[src/rtl/acc_csr_bank.sv]
// acc_csr_bank: ICB slave register bank for the convolution accelerator.
// It holds the CTRL and STATUS registers and NUM_CFG byte-maskable config
// words. It allows one ICB command in flight at a time, tracks busy/done
// for the main FSM, and drives a level interrupt.
module acc_csr_bank #(
  parameter int unsigned ADDR_W   = 12,
  parameter int unsigned NUM_CFG  = 8,
  parameter int unsigned CFG_BASE = 'h010
) (
  input  logic                   clk,
  input  logic                   rst_n,
  input  logic                   icb_cmd_valid,
  output logic                   icb_cmd_ready,
  input  logic                   icb_cmd_read,
  input  logic [ADDR_W-1:0]      icb_cmd_addr,
  input  logic [31:0]            icb_cmd_wdata,
  input  logic [3:0]             icb_cmd_wmask,
  output logic                   icb_rsp_valid,
  input  logic                   icb_rsp_ready,
  output logic [31:0]            icb_rsp_rdata,
  output logic                   icb_rsp_err,
  output logic [32*NUM_CFG-1:0]  cfg_flat,
  output logic                   start_pulse,
  input  logic                   conv_finish,
  output logic                   busy,
  output logic                   irq
);

  localparam int unsigned WA_W = ADDR_W - 2;

  // Decoding is done on word addresses. addr[1:0] is used only for the alignment check.
  localparam logic [WA_W-1:0] CTRL_WA     = '0;
  localparam logic [WA_W-1:0] STATUS_WA   = WA_W'(1);
  localparam logic [WA_W-1:0] CFG_BASE_WA = WA_W'(CFG_BASE / 4);
  localparam logic [WA_W-1:0] CFG_END_WA  = WA_W'(CFG_BASE / 4 + NUM_CFG);

  logic [31:0]     cfg [NUM_CFG];
  logic            irq_en;
  logic            done;
  logic [7:0]      done_cnt;

  logic            accept;
  logic            wr;
  logic            aligned;
  logic [WA_W-1:0] word_addr;
  logic [WA_W-1:0] cfg_word;
  logic            hit_ctrl;
  logic            hit_status;
  logic            hit_cfg;
  logic            addr_err;
  logic            start_req;
  logic            start_ok;
  logic            cfg_wr_ok;
  logic            finish_ok;
  logic            done_clr;
  logic            cmd_err;
  logic [31:0]     rd_data;

  // Merge write data into an existing word, one byte enable per byte lane.
  function automatic logic [31:0] byte_merge(input logic [31:0] old_v,
                                             input logic [31:0] new_v,
                                             input logic [3:0]  be);
    logic [31:0] r;
    r = old_v;
    for (int unsigned b = 0; b < 4; b++) begin
      if (be[b]) r[8*b +: 8] = new_v[8*b +: 8];
    end
    return r;
  endfunction

  assign icb_cmd_ready = !icb_rsp_valid;
  assign irq           = done & irq_en;

  // Decode the address, classify the command, and form the read data from pre-edge state.
  always_comb begin
    accept     = icb_cmd_valid & icb_cmd_ready;
    wr         = accept & !icb_cmd_read;
    aligned    = (icb_cmd_addr[1:0] == 2'b00);
    word_addr  = icb_cmd_addr[ADDR_W-1:2];
    cfg_word   = word_addr - CFG_BASE_WA;
    hit_ctrl   = aligned && (word_addr == CTRL_WA);
    hit_status = aligned && (word_addr == STATUS_WA);
    hit_cfg    = aligned && (word_addr >= CFG_BASE_WA) && (word_addr < CFG_END_WA);
    addr_err   = !(hit_ctrl || hit_status || hit_cfg);

    // The START decision uses pre-edge busy. A same-edge conv_finish cannot re-enable it.
    start_req  = wr & hit_ctrl & icb_cmd_wmask[0] & icb_cmd_wdata[0];
    start_ok   = start_req & !busy;
    cfg_wr_ok  = wr & hit_cfg & !busy;
    finish_ok  = conv_finish & busy;
    done_clr   = wr & hit_status & icb_cmd_wmask[0] & icb_cmd_wdata[1];

    cmd_err    = addr_err | (start_req & busy) | (!icb_cmd_read & hit_cfg & busy);

    rd_data = '0;
    if (hit_ctrl) begin
      rd_data = {30'b0, irq_en, 1'b0};
    end else if (hit_status) begin
      rd_data = {16'b0, done_cnt, 6'b0, done, busy};
    end else if (hit_cfg) begin
      for (int unsigned i = 0; i < NUM_CFG; i++) begin
        if (cfg_word == WA_W'(i)) rd_data = cfg[i];
      end
    end
  end

  // Response channel: latch the response at accept, hold it until rsp_ready, then release.
  always_ff @(posedge clk or negedge rst_n) begin
    if (!rst_n) begin
      icb_rsp_valid <= 1'b0;
      icb_rsp_rdata <= '0;
      icb_rsp_err   <= 1'b0;
    end else if (accept) begin
      icb_rsp_valid <= 1'b1;
      icb_rsp_err   <= cmd_err;
      icb_rsp_rdata <= (icb_cmd_read && !cmd_err) ? rd_data : '0;
    end else if (icb_rsp_ready) begin
      icb_rsp_valid <= 1'b0;
    end
  end

  // Control and status: IRQ_EN, job start/busy tracking, sticky DONE and completion count.
  always_ff @(posedge clk or negedge rst_n) begin
    if (!rst_n) begin
      irq_en      <= 1'b0;
      busy        <= 1'b0;
      done        <= 1'b0;
      done_cnt    <= '0;
      start_pulse <= 1'b0;
    end else begin
      start_pulse <= start_ok;
      if (wr && hit_ctrl && icb_cmd_wmask[0]) irq_en <= icb_cmd_wdata[1];
      // start_ok needs busy=0 and finish_ok needs busy=1, so at most one of them fires.
      if (start_ok) begin
        busy <= 1'b1;
      end else if (finish_ok) begin
        busy <= 1'b0;
      end
      // A completion has priority over a same-cycle write-1-clear of DONE.
      if (finish_ok) begin
        done     <= 1'b1;
        done_cnt <= done_cnt + 8'd1;
      end else if (done_clr) begin
        done <= 1'b0;
      end
    end
  end

  // Config words: byte-masked writes, accepted only while no job is in flight.
  always_ff @(posedge clk or negedge rst_n) begin
    if (!rst_n) begin
      for (int unsigned i = 0; i < NUM_CFG; i++) cfg[i] <= '0;
    end else if (cfg_wr_ok) begin
      for (int unsigned i = 0; i < NUM_CFG; i++) begin
        if (cfg_word == WA_W'(i)) cfg[i] <= byte_merge(cfg[i], icb_cmd_wdata, icb_cmd_wmask);
      end
    end
  end

  // Expose the config words as one flat vector for the datapath.
  always_comb begin
    cfg_flat = '0;
    for (int unsigned i = 0; i < NUM_CFG; i++) cfg_flat[32*i +: 32] = cfg[i];
  end

endmodule

[config.mk]
export PLATFORM = sky130hd
export DESIGN_NAME = acc_csr_bank
export DESIGN_NICKNAME = d
export VERILOG_FILES = /design/src/rtl/acc_csr_bank.sv
export SDC_FILE = /design/constraint.sdc
export NUM_CORES = 1
export LEC_CHECK = 0
export CORE_ASPECT_RATIO = 1.75
export CORE_UTILIZATION = 45
export CTS_CLUSTER_SIZE = 40
export DETAILED_ROUTE_END_ITERATION = 12
export GPL_TIMING_DRIVEN = 1
export PLACE_DENSITY = 0.74
export REMOVE_ABC_BUFFERS = 1
export SYNTH_ARGS = -nofsm -noshare
export SYNTH_HDL_FRONTEND = slang
export SYNTH_SLANG_ARGS = --single-unit
[constraint.sdc]
create_clock -name clk -period 4.9 [get_ports clk]
set_input_delay 0.98 -clock clk [delete_from_list [all_inputs] [get_ports clk]]
set_output_delay 0.98 -clock clk [all_outputs]
set_load 0.02 [all_outputs]
Yosys cells after proc, flatten, opt, wreduce, memory -nomap -nowiden
Cells that the tools add are included.
{ "totals": {"mem_bits_ro": 0, "in_bits": 54, "n_memories": 0, "output_inout_bits": 294, "reg_bits": 302, "ram_bits": 0, "latch_bits": 0} }
{ "op_classes": {"shifts": 0, "reduce_logical": 52, "add_sub_neg": 2, "n_eq_ne": 8, "muxes": 18, "multipliers": 0, "bitwise_logic": 18, "div": 0, "n_lt_le_gt_ge": 2} }
{ "ops": {"columns": ["cell", "n"], "rows": [
  ["32-bit two-way mux", 12],
  ["3-bit AND reduction", 32],
  ["10-bit by 3-bit equality test with 1-bit output (second input constant)", 4],
  ["10-bit by 1-bit equality test with 1-bit output (second input constant)", 2],
  ["10-bit by 2-bit equality test with 1-bit output (second input constant)", 2],
  ["10-bit zero test", 2],
  ["1-bit bitwise AND", 16],
  ["10-bit by 3-bit greater-or-equal comparator with 1-bit output (second input constant)", 1],
  ["10-bit by 4-bit less-than comparator with 1-bit output (second input constant)", 1],
  ["10-bit by 3-bit subtractor with 10-bit output (second input constant)", 1],
  ["8-bit by 1-bit adder with 8-bit output (second input constant)", 1],
  ["1-bit logical AND", 7],
  ["1-bit two-way mux", 6],
  ["2-bit nonzero test", 3],
  ["1-bit zero test", 5],
  ["2-bit zero test", 1],
  ["1-bit logical OR", 2],
  ["1-bit OR", 2]
]} }

Depth between registers and ports, before layout
Gate-level depths: netlist of run 1.
{ "depth": {"word_depth": 14, "depth_mapped": 8} }

Worst setup path before layout of run 1
Ideal clock, no wire load.
{ "synth_path": {"kind": "input to register", "from": "input icb_cmd_addr[9]", "to": "register cfg, in the netlist cfg_flat[216]", "slack_ns": 2.234, "required_ns": 4.775, "arrival_time_ns": 2.541, "stages": 5, "path_cell_list": "nor4_4 > and4b_4 > nand4_4 > nor2_8 > mux2_4"} }
{ "synth_via": {"elab_chain_len": 6, "word_cells_on_any_way": 9} }
{ "synth_lines": {"columns": ["element", "line_no", "text"], "rows": [
  ["from (decl)", "15", "input logic [ADDR_W-1:0] icb_cmd_addr,"],
  ["10-bit by 3-bit greater-or-equal comparator with 1-bit output", "83", "hit_cfg = aligned && (word_addr >= CFG_BASE_WA) && (word_addr < CFG_END_WA);"],
  ["1-bit logical AND (2 in series)", "83", null],
  ["1-bit bitwise AND (2 in series)", "89", "cfg_wr_ok = wr & hit_cfg & !busy;"],
  ["3-bit AND reduction (no line) (*)", null, null],
  ["to (signal, indexed assignment)", "155", "if (cfg_word == WA_W'(i)) cfg[i] <= byte_merge(cfg[i], icb_cmd_wdata, icb_cmd_wmask);"],
  ["to (decl)", "37", "logic [31:0] cfg [NUM_CFG];"]
]} }
Mark *: on every way between the ends. The rest lies on a longest branch, timed or not.
A chain may end at the register's enable or synchronous reset.

Final worst setup path of run 1
{ "layout_path": {"from": "input icb_cmd_addr[7]", "to": "register cfg, in the netlist cfg_flat[88]"} }
Same word-level chain as after synthesis.

==> results.json, run 1 <==
{
  "num_vias": 10500,
  "slew_violations": 0,
  "reg2regPathDepth": 5,
  "cts_made_buffers": 28,
  "cp-end-kind": "flop",
  "drc": 0,
  "cp.arrival_ns": 3.82,
  "synth_edf_count": 0,
  "yosysTopAreaCell": "dfrtp_1",
  "hpwl_um": 32900,
  "grt_max_degree": 126,
  "maxCapViolations": 0,
  "ant_nets": 0,
  "cts_resized": 0,
  "fin_cells": 1783,
  "wl_um": 46300,
  "critPathMaxFanout": 12,
  "ys.flop_type": "dfrtp_1",
  "grt_util_all_layers_pct": 29.6,
  "max_slew_margin_pct": 32.6,
  "ios": 348,
  "final_util_pct": 62.3,
  "async_flop_share_pct": 100,
  "status": "complete, no violations",
  "grt_antenna_before_repair": 2,
  "peakVddDrop_mv": 0.289,
  "netlist_top_cells_area": "dfrtp_1, mux2_2, mux2i_1, o22ai_1, o21ai_0",
  "die_area_mm2": 0.0315,
  "cts_root_buf": "clkbuf_16",
  "max_slew.worst_pin.slew_ns": 1.01,
  "post-place-ws_ns": 0.992,
  "cts-hold-fix-buffers": 0,
  "fillers": 2389,
  "via_per_inst": 5.87,
  "nets": 1427,
  "grt_setup_unrepaired": "false",
  "yosys_warnings": 0,
  "setup_viol": 0,
  "setup_ws_ns": 1.52,
  "clock_skew_ns": 0.0112,
  "hold_viol_final": 0,
  "htree_levels": 1,
  "start_util_pct": 45.9,
  "synth_cell_type_count": 63,
  "yosysSeqAreaShare_pct": 54.6,
  "synthCells": 1019,
  "grt_pass1_vias": 10800,
  "row_count": 84,
  "cts_tree": "built",
  "synthToLayoutAreaGrowth_pct": 35.8,
  "period_share_pct": 68.9,
  "cts_setup_buffers": 0,
  "drtIter0Drc": 658,
  "syn-cell-area_mm2": 0.0138,
  "fmax_ghz": 0.296,
  "clockBufferDepth": 3,
  "clk_latency_ns": 0.56,
  "hold_path.class": "reg -> reg",
  "die-width_um": 135,
  "grt_first_pass_wirelength_um": 68900,
  "avgSynthCellArea_um2": 13.6,
  "setup_tns_ns": 0,
  "port_buffers": 347,
  "wl_per_cell_um": 26.0,
  "hold-worst-slack_ns": 0.483,
  "synth_seq_cells": 302,
  "final.min_clock_period_ns": 3.38,
  "cellPowerDensity_mw_per_mm2": 274,
  "layout-drive-gt1-share_pct": 27.8,
  "whs_path_depth": 1,
  "die_h_um": 234,
  "cts_sinks": 302,
  "grt_overflow": 0,
  "place_congestion": 0.871,
  "critPathLaunchType": "input pin",
  "core_area_mm2": 0.0302,
  "synth_top_cell_area_share_pct": 54.6,
  "p_leak_nw": 8.48,
  "required_ns": 5.34,
  "path_class": "in -> reg",
  "place_inst": 1729,
  "first_pass_iters": 5,
  "clk_pin_slew_ns": 0.06
}
synthesized netlist by cell type, drive strengths merged, types with 2 or more instances:
library cell and number:
xor2 2, o221ai 4, nand3 18, clkbuf 22
mux2 265, nor2 63, a22oi 19, o31ai 10
a221o 14, a211oi 2, nand3b 3, dfrtp 302
inv 4, o22ai 37, mux2i 56, nand2b 6
mux4 7, and3 3, and4b 3, nor2b 6
nor4 4, nor3 11, buf 23, and2 2
a21oi 19, xnor2 5, a21boi 3, o21ai 33
o2bb2ai 3, nand4 6, nand2 37, a21o 2
and4 2, a221oi 5, a2bb2oi 6
routing by layer:
metal | vias to the layer above | part of all wire, % | track usage [%]
li1 | 4528 | - | -
met1 | 5346 | 37 | 34.9
met2 | 464 | 51 | 51.3
met3 | 124 | 5.7 | 4.22
met4 | 0 | 6.0 | 17.6
met5 | - | 0 | 0
registers in the layout, summed over array words and instances (netlist names):
signal,flops
icb_rsp_err,1
icb_rsp_valid,1
icb_rsp_rdata,32
done_cnt,8
cfg_flat,256
irq_en,1
done,1
start_pulse,1
busy,1
stage by stage:
step / instance area [um2] / total power, mW
global placement: 17800 / 2.83
detailed placement: 17800 / 2.83
global route: 18800 / 5.29
finish: 18800 / 5.14
CTS: 18800 / 5.17
floorplan: 13600 / 2.62
critical path, stage by stage:
cell,delay [ns]
clkdlybuf4s50_1,0.55
nor4_4,0.37
and2_1,0.66
nand4_2,0.33
nor2_2,0.52
mux2_2,0.40
power by group:
part           leakage, nW  switching [mW]  internal [mW]
logic                 3.77           0.196         0.0884
clock network        0.502           0.968           1.39
registers             4.21         0.00341           2.50
final cells by class:
cell class	count	area, um2	area share, %
Sequential cell	302	7560	40.2
Multi-Input combinational cell	668	6060	32.2
Timing Repair Buffer	368	3670	19.5
Clock buffer	43	878	4.67
Tap cell	387	484	2.58
Clock inverter	9	126	0.672
Inverter	4	15.0	0.0799
Antenna cell	2	5.00	0.0266
cells in the final DEF (no fill, tap or decap), types with 11 or more instances in the layout:
cell type	netlist	layout
a21oi_1	19	19
a221o_1	14	14
a22oi_1	19	19
buf_4	2	19
clkbuf_16	0	29
clkdlybuf4s50_1	0	344
dfrtp_1	302	302
mux2_2	253	253
mux2i_1	56	56
nand2_1	37	37
nand3_1	12	12
nor2_1	31	31
nor2_2	17	17
nor2_4	11	11
o21ai_0	33	33
o22ai_1	37	37
worst paths after layout:
check,startpoint,to,slack [ns]
worst min-delay path,done_cnt[7],done_cnt[7],0.48
max in group asynchronous,rst_n,cfg_flat[104],3.38
worst min register to register,done_cnt[7],done_cnt[7],0.48
worst max-delay path,icb_cmd_addr[7],cfg_flat[88],1.52
min in group asynchronous,rst_n,cfg_flat[50],0.50
worst max register to register,icb_rsp_valid,cfg_flat[168],2.12
kinds of logic (layout without fill, tap and decap cells):
group	Yosys count	after routing	synth area share, %
AOI/OAI and AO/OA	165	165	8.14
xor gates and xnor gates	7	7	0.443
adders and majority gates	1	1	0.0904
buffers and inverters	49	424	1.58
DFF	302	302	54.6
muxes	328	328	27.0
other	0	2	0
and+or+nand+nor	167	167	8.13
Note: power is estimated with default switching activity, not from simulation.
==> run 2: changes to the inputs <==
Clock period 4.9 ns to 3.4 ns, I/O delays scaled along.
==> results.json, run 2 (synthesized netlist as in run 1, its figures left out) <==
{
  "grt_first_pass_wirelength_um": 69500,
  "via_per_inst": 5.89,
  "period_share_pct": 76.0,
  "maxCapViolations": 0,
  "required_ns": 2.72,
  "final_common_cell": "clkdlybuf4s50_1",
  "drc": 0,
  "ios": 348,
  "peakVddDrop_mv": 0.412,
  "crit_family": "buffers and inverters",
  "cp.depth": 1,
  "hold_path.class": "in -> async",
  "start_util_pct": 45.9,
  "cts-hold-fix-buffers": 0,
  "grt_pass1_vias": 11100,
  "cp-end-kind": "output pin",
  "rrSetupSlack_ns": 1.04,
  "hold_viol_final": 0,
  "cts_root_buf": "clkbuf_16",
  "setup_viol": 0,
  "hold-worst-slack_ns": 0.138,
  "cts_made_buffers": 28,
  "slew_violations": 0,
  "num_vias": 10800,
  "cp.arrival_ns": 1.91,
  "final_util_pct": 63.4,
  "place_congestion": 0.883,
  "row_count": 84,
  "clk_latency_ns": 0.57,
  "status": "complete, no violations",
  "ant_nets": 0,
  "core_area_mm2": 0.0302,
  "grt_overflow": 0,
  "max_slew.worst_pin.slew_ns": 0.717,
  "drtIter0Drc": 591,
  "cts_tree": "built",
  "grt_max_degree": 90,
  "layout-drive-gt1-share_pct": 29.9,
  "cpPeakStageDelay_ns": 0.71,
  "timing.rr.end": "cfg_flat[156]",
  "grt_setup_unrepaired": "false",
  "grt_antenna_before_repair": 1,
  "first_pass_iters": 5,
  "htree_levels": 1,
  "cp_slowest_cell": "clkdlybuf4s50_1",
  "max_slew_margin_pct": 52.2,
  "wl_um": 47000,
  "setup_tns_ns": 0,
  "clockBufferDepth": 3,
  "setup_ws_ns": 0.815,
  "grt_util_all_layers_pct": 29.9,
  "placed_cell_area_mm2": 0.0182,
  "port_buffers": 347,
  "cts_resized": 0,
  "final_cell_mix": "clkdlybuf4s50_1, dfrtp_1, mux2_2, buf_4, mux2i_1",
  "path_class": "reg -> out",
  "path_cells": "clkdlybuf4s50_1",
  "cp_num_buf_inv": 1,
  "fin_cells": 1825,
  "cts_sinks": 302,
  "p_leak_nw": 8.69,
  "fmax_ghz": 0.387,
  "cts_setup_buffers": 0,
  "die_area_mm2": 0.0315,
  "synthToLayoutAreaGrowth_pct": 38.3,
  "critPathMaxFanout": 10,
  "hpwl_um": 34300,
  "final.min_clock_period_ns": 2.59,
  "clock_skew_ns": 0.0120,
  "post-place-ws_ns": 0.319,
  "r2r_start": "icb_rsp_valid",
  "critPathLaunchType": "flop",
  "p_total_mw": 7.38,
  "nets": 1472,
  "reg2regPathDepth": 6,
  "wl_per_cell_um": 25.8,
  "place_inst": 1774,
  "die_h_um": 234,
  "final_area_mm2": 0.0191,
  "largest_reg_flops": 256,
  "clk_pin_slew_ns": 0.06,
  "die-width_um": 135,
  "cellPowerDensity_mw_per_mm2": 386
}
-- run 2: changes by cell type in the layout (fill, tap and decap cells not counted), sizes merged --
cell      change
buf          +45
clkinv        -2
clkinvlp      +1
diode         -1
inv           -1
-- run 2: routing by layer --
layer	share of wire (%)	wire length [um]	global-route usage (%)	up-vias
met4	5.5	2580	16.7	0
met1	36	16900	34.8	5486
met3	6.4	3030	5.10	141
li1	-	-	-	4609
met2	52	24600	52.2	515
met5	0	0	0	-
-- run 2: worst max path at each step --
stage	end	from
5_1_grt	cfg_flat[25]	icb_cmd_addr[7]
6_report	busy	busy
2_1_floorplan	cfg_flat[56]	icb_cmd_addr[1]
3_3_place_gp	cfg_flat[73]	icb_cmd_addr[7]
4_1_cts	busy	busy
3_5_place_dp	cfg_flat[152]	icb_cmd_addr[9]
-- run 2: cell type report --
cell class | count | area, um2
clock buffers | 43 | 858
clock inverters | 7 | 113
multi-input cells | 668 | 6060
fillers | 2341 | 11000
inverters | 4 | 15.0
flip-flops and latches | 302 | 7560
well taps | 387 | 484
repair buffers | 413 | 4040
diodes | 1 | 2.50
-- run 2: report_power, final --
group          switching [mW]  internal, mW  leakage [nW]
sequential            0.00498          3.60          4.21
combinational           0.292         0.144          4.01
clock                    1.38          1.96         0.476
==> run 3: changes to the inputs <==
Clock period 3.4 ns to 2.7 ns, I/O delays scaled along.
==> results.json, run 3 (synthesized netlist as in run 1, its figures left out) <==
{
  "crit_family": "buffers and inverters",
  "nets": 1508,
  "first_pass_iters": 5,
  "htree_levels": 1,
  "ant_nets": 0,
  "num_vias": 10800,
  "grt_max_degree": 91,
  "grt_antenna_before_repair": 1,
  "ios": 348,
  "cts_tree": "built",
  "die_area_mm2": 0.0315,
  "required_ns": 2.16,
  "drtIter0Drc": 614,
  "cp_slowest_cell": "clkdlybuf4s50_1",
  "cpPeakStageDelay_ns": 0.64,
  "wl_met2_um": 24300,
  "setup_ws_ns": 0.383,
  "period_share_pct": 85.8,
  "clk_pin_slew_ns": 0.07,
  "path_class": "reg -> out",
  "port_buffers": 347,
  "met3_length_um": 2580,
  "row_count": 84,
  "clock_skew_ns": 0.0198,
  "cts_root_buf": "clkbuf_16",
  "final.min_clock_period_ns": 2.32,
  "cellPowerDensity_mw_per_mm2": 479,
  "status": "complete, no violations",
  "path_cells": "buf_4 -> clkdlybuf4s50_1",
  "final_util_pct": 65.8,
  "critPathLaunchType": "flop",
  "p_total_mw": 9.50,
  "maxCapViolations": 0,
  "synthToLayoutAreaGrowth_pct": 43.6,
  "fmax_ghz": 0.432,
  "cp-end-kind": "output pin",
  "grt_overflow": 0,
  "cts_resized": 0,
  "slew_violations": 0,
  "post-place-ws_ns": -0.0394,
  "start_util_pct": 45.9,
  "rrSetupSlack_ns": 0.41,
  "grt_setup_unrepaired": "false",
  "grt_pass1_vias": 11200,
  "die_h_um": 234,
  "die-width_um": 135,
  "largest_reg_flops": 256,
  "setup_viol": 0,
  "critPathMaxFanout": 9,
  "hold-worst-slack_ns": 0.487,
  "clockBufferDepth": 3,
  "wl_per_cell_um": 24.9,
  "place_congestion": 0.884,
  "peakVddDrop_mv": 0.500,
  "core_area_mm2": 0.0302,
  "drc": 0,
  "reg2regPathDepth": 7,
  "max_slew_margin_pct": 63.2,
  "layout-drive-gt1-share_pct": 31.8,
  "cts_made_buffers": 28,
  "cp.arrival_ns": 1.78,
  "via_per_inst": 5.81,
  "hold_path.class": "in -> async",
  "final_common_cell": "clkdlybuf4s50_1",
  "timing.rr.end": "cfg_flat[80]",
  "r2r_start": "icb_rsp_valid",
  "final_cell_mix": "clkdlybuf4s50_1, dfrtp_1, mux2_2, buf_4, mux2i_1",
  "grt_first_pass_wirelength_um": 69200,
  "hpwl_um": 34300,
  "fillers": 2261,
  "hold_viol_final": 0,
  "topRoutingLayerUsed": "met4",
  "max_slew.worst_pin.slew_ns": 0.552,
  "p_leak_nw": 9.01,
  "cts_sinks": 302,
  "clk_latency_ns": 0.56,
  "cp_num_buf_inv": 2,
  "m1WireLength_um": 16900,
  "wl_um": 46400,
  "grt_util_all_layers_pct": 29.6
}
## run 3: changes by cell type in the layout (fill, tap and decap cells not counted), sizes merged
| cell | previous run | this run |
|---|---|---|
| buf | 69 | 104 |
| bufinv | 3 | 6 |
| clkbuf | 43 | 34 |
| clkinv | 3 | 7 |
| diode | 1 | 2 |
| dlygate4sd3 | 0 | 1 |
| inv | 4 | 6 |
## run 3: timing repair
item	4_1_cts	5_1_grt
hold buffers	1	0
hold endpoints to repair	40	0
buffers inserted	0	0
## run 3: area by class of cell
class	instances	area (um2)	share of cell area (%)
Sequential cell	302	7560	38.1
Clock buffer	34	785	3.95
Multi-Input combinational cell	668	6060	30.5
Clock inverter	16	240	1.21
Timing Repair Buffer	449	4710	23.7
Antenna cell	2	5.00	0.0252
Inverter	4	15.0	0.0756
Tap cell	387	484	2.44
## run 3: report_power, final
part,switching (mW),internal [mW],total [mW]
sequential,0.00604,4.53,4.53
combinational,0.368,0.201,0.569
clock,1.76,2.64,4.40
## run 3: stage by stage
step	instance area (um2)	setup TNS, ns	instances
2_1_floorplan	13600	0	974
6_report	19900	0	1862
3_3_place_gp	18800	-2.64	1809
3_5_place_dp	18800	-2.40	1809
4_1_cts	19900	0	1860
5_1_grt	19900	0	1861
## run 3: routing by layer
metal | vias to the layer above | global-route usage, %
li1 | 4698 | -
met1 | 5523 | 34.8
met2 | 464 | 52.5
met3 | 127 | 3.89
met4 | 0 | 15.9
met5 | - | 0
## run 3: how the worst max path moves through the flow
stage	from	end	slack, ns	cells after the start
after global routing	busy	busy	0.34	2
final	busy	busy	0.38	2
after detailed placement	icb_cmd_addr[4]	cfg_flat[76]	-0.04	8
after CTS	busy	busy	0.35	2
after global placement	icb_cmd_addr[5]	cfg_flat[76]	-0.06	8
after floorplan	icb_rsp_valid	cfg_flat[56]	0.04	5
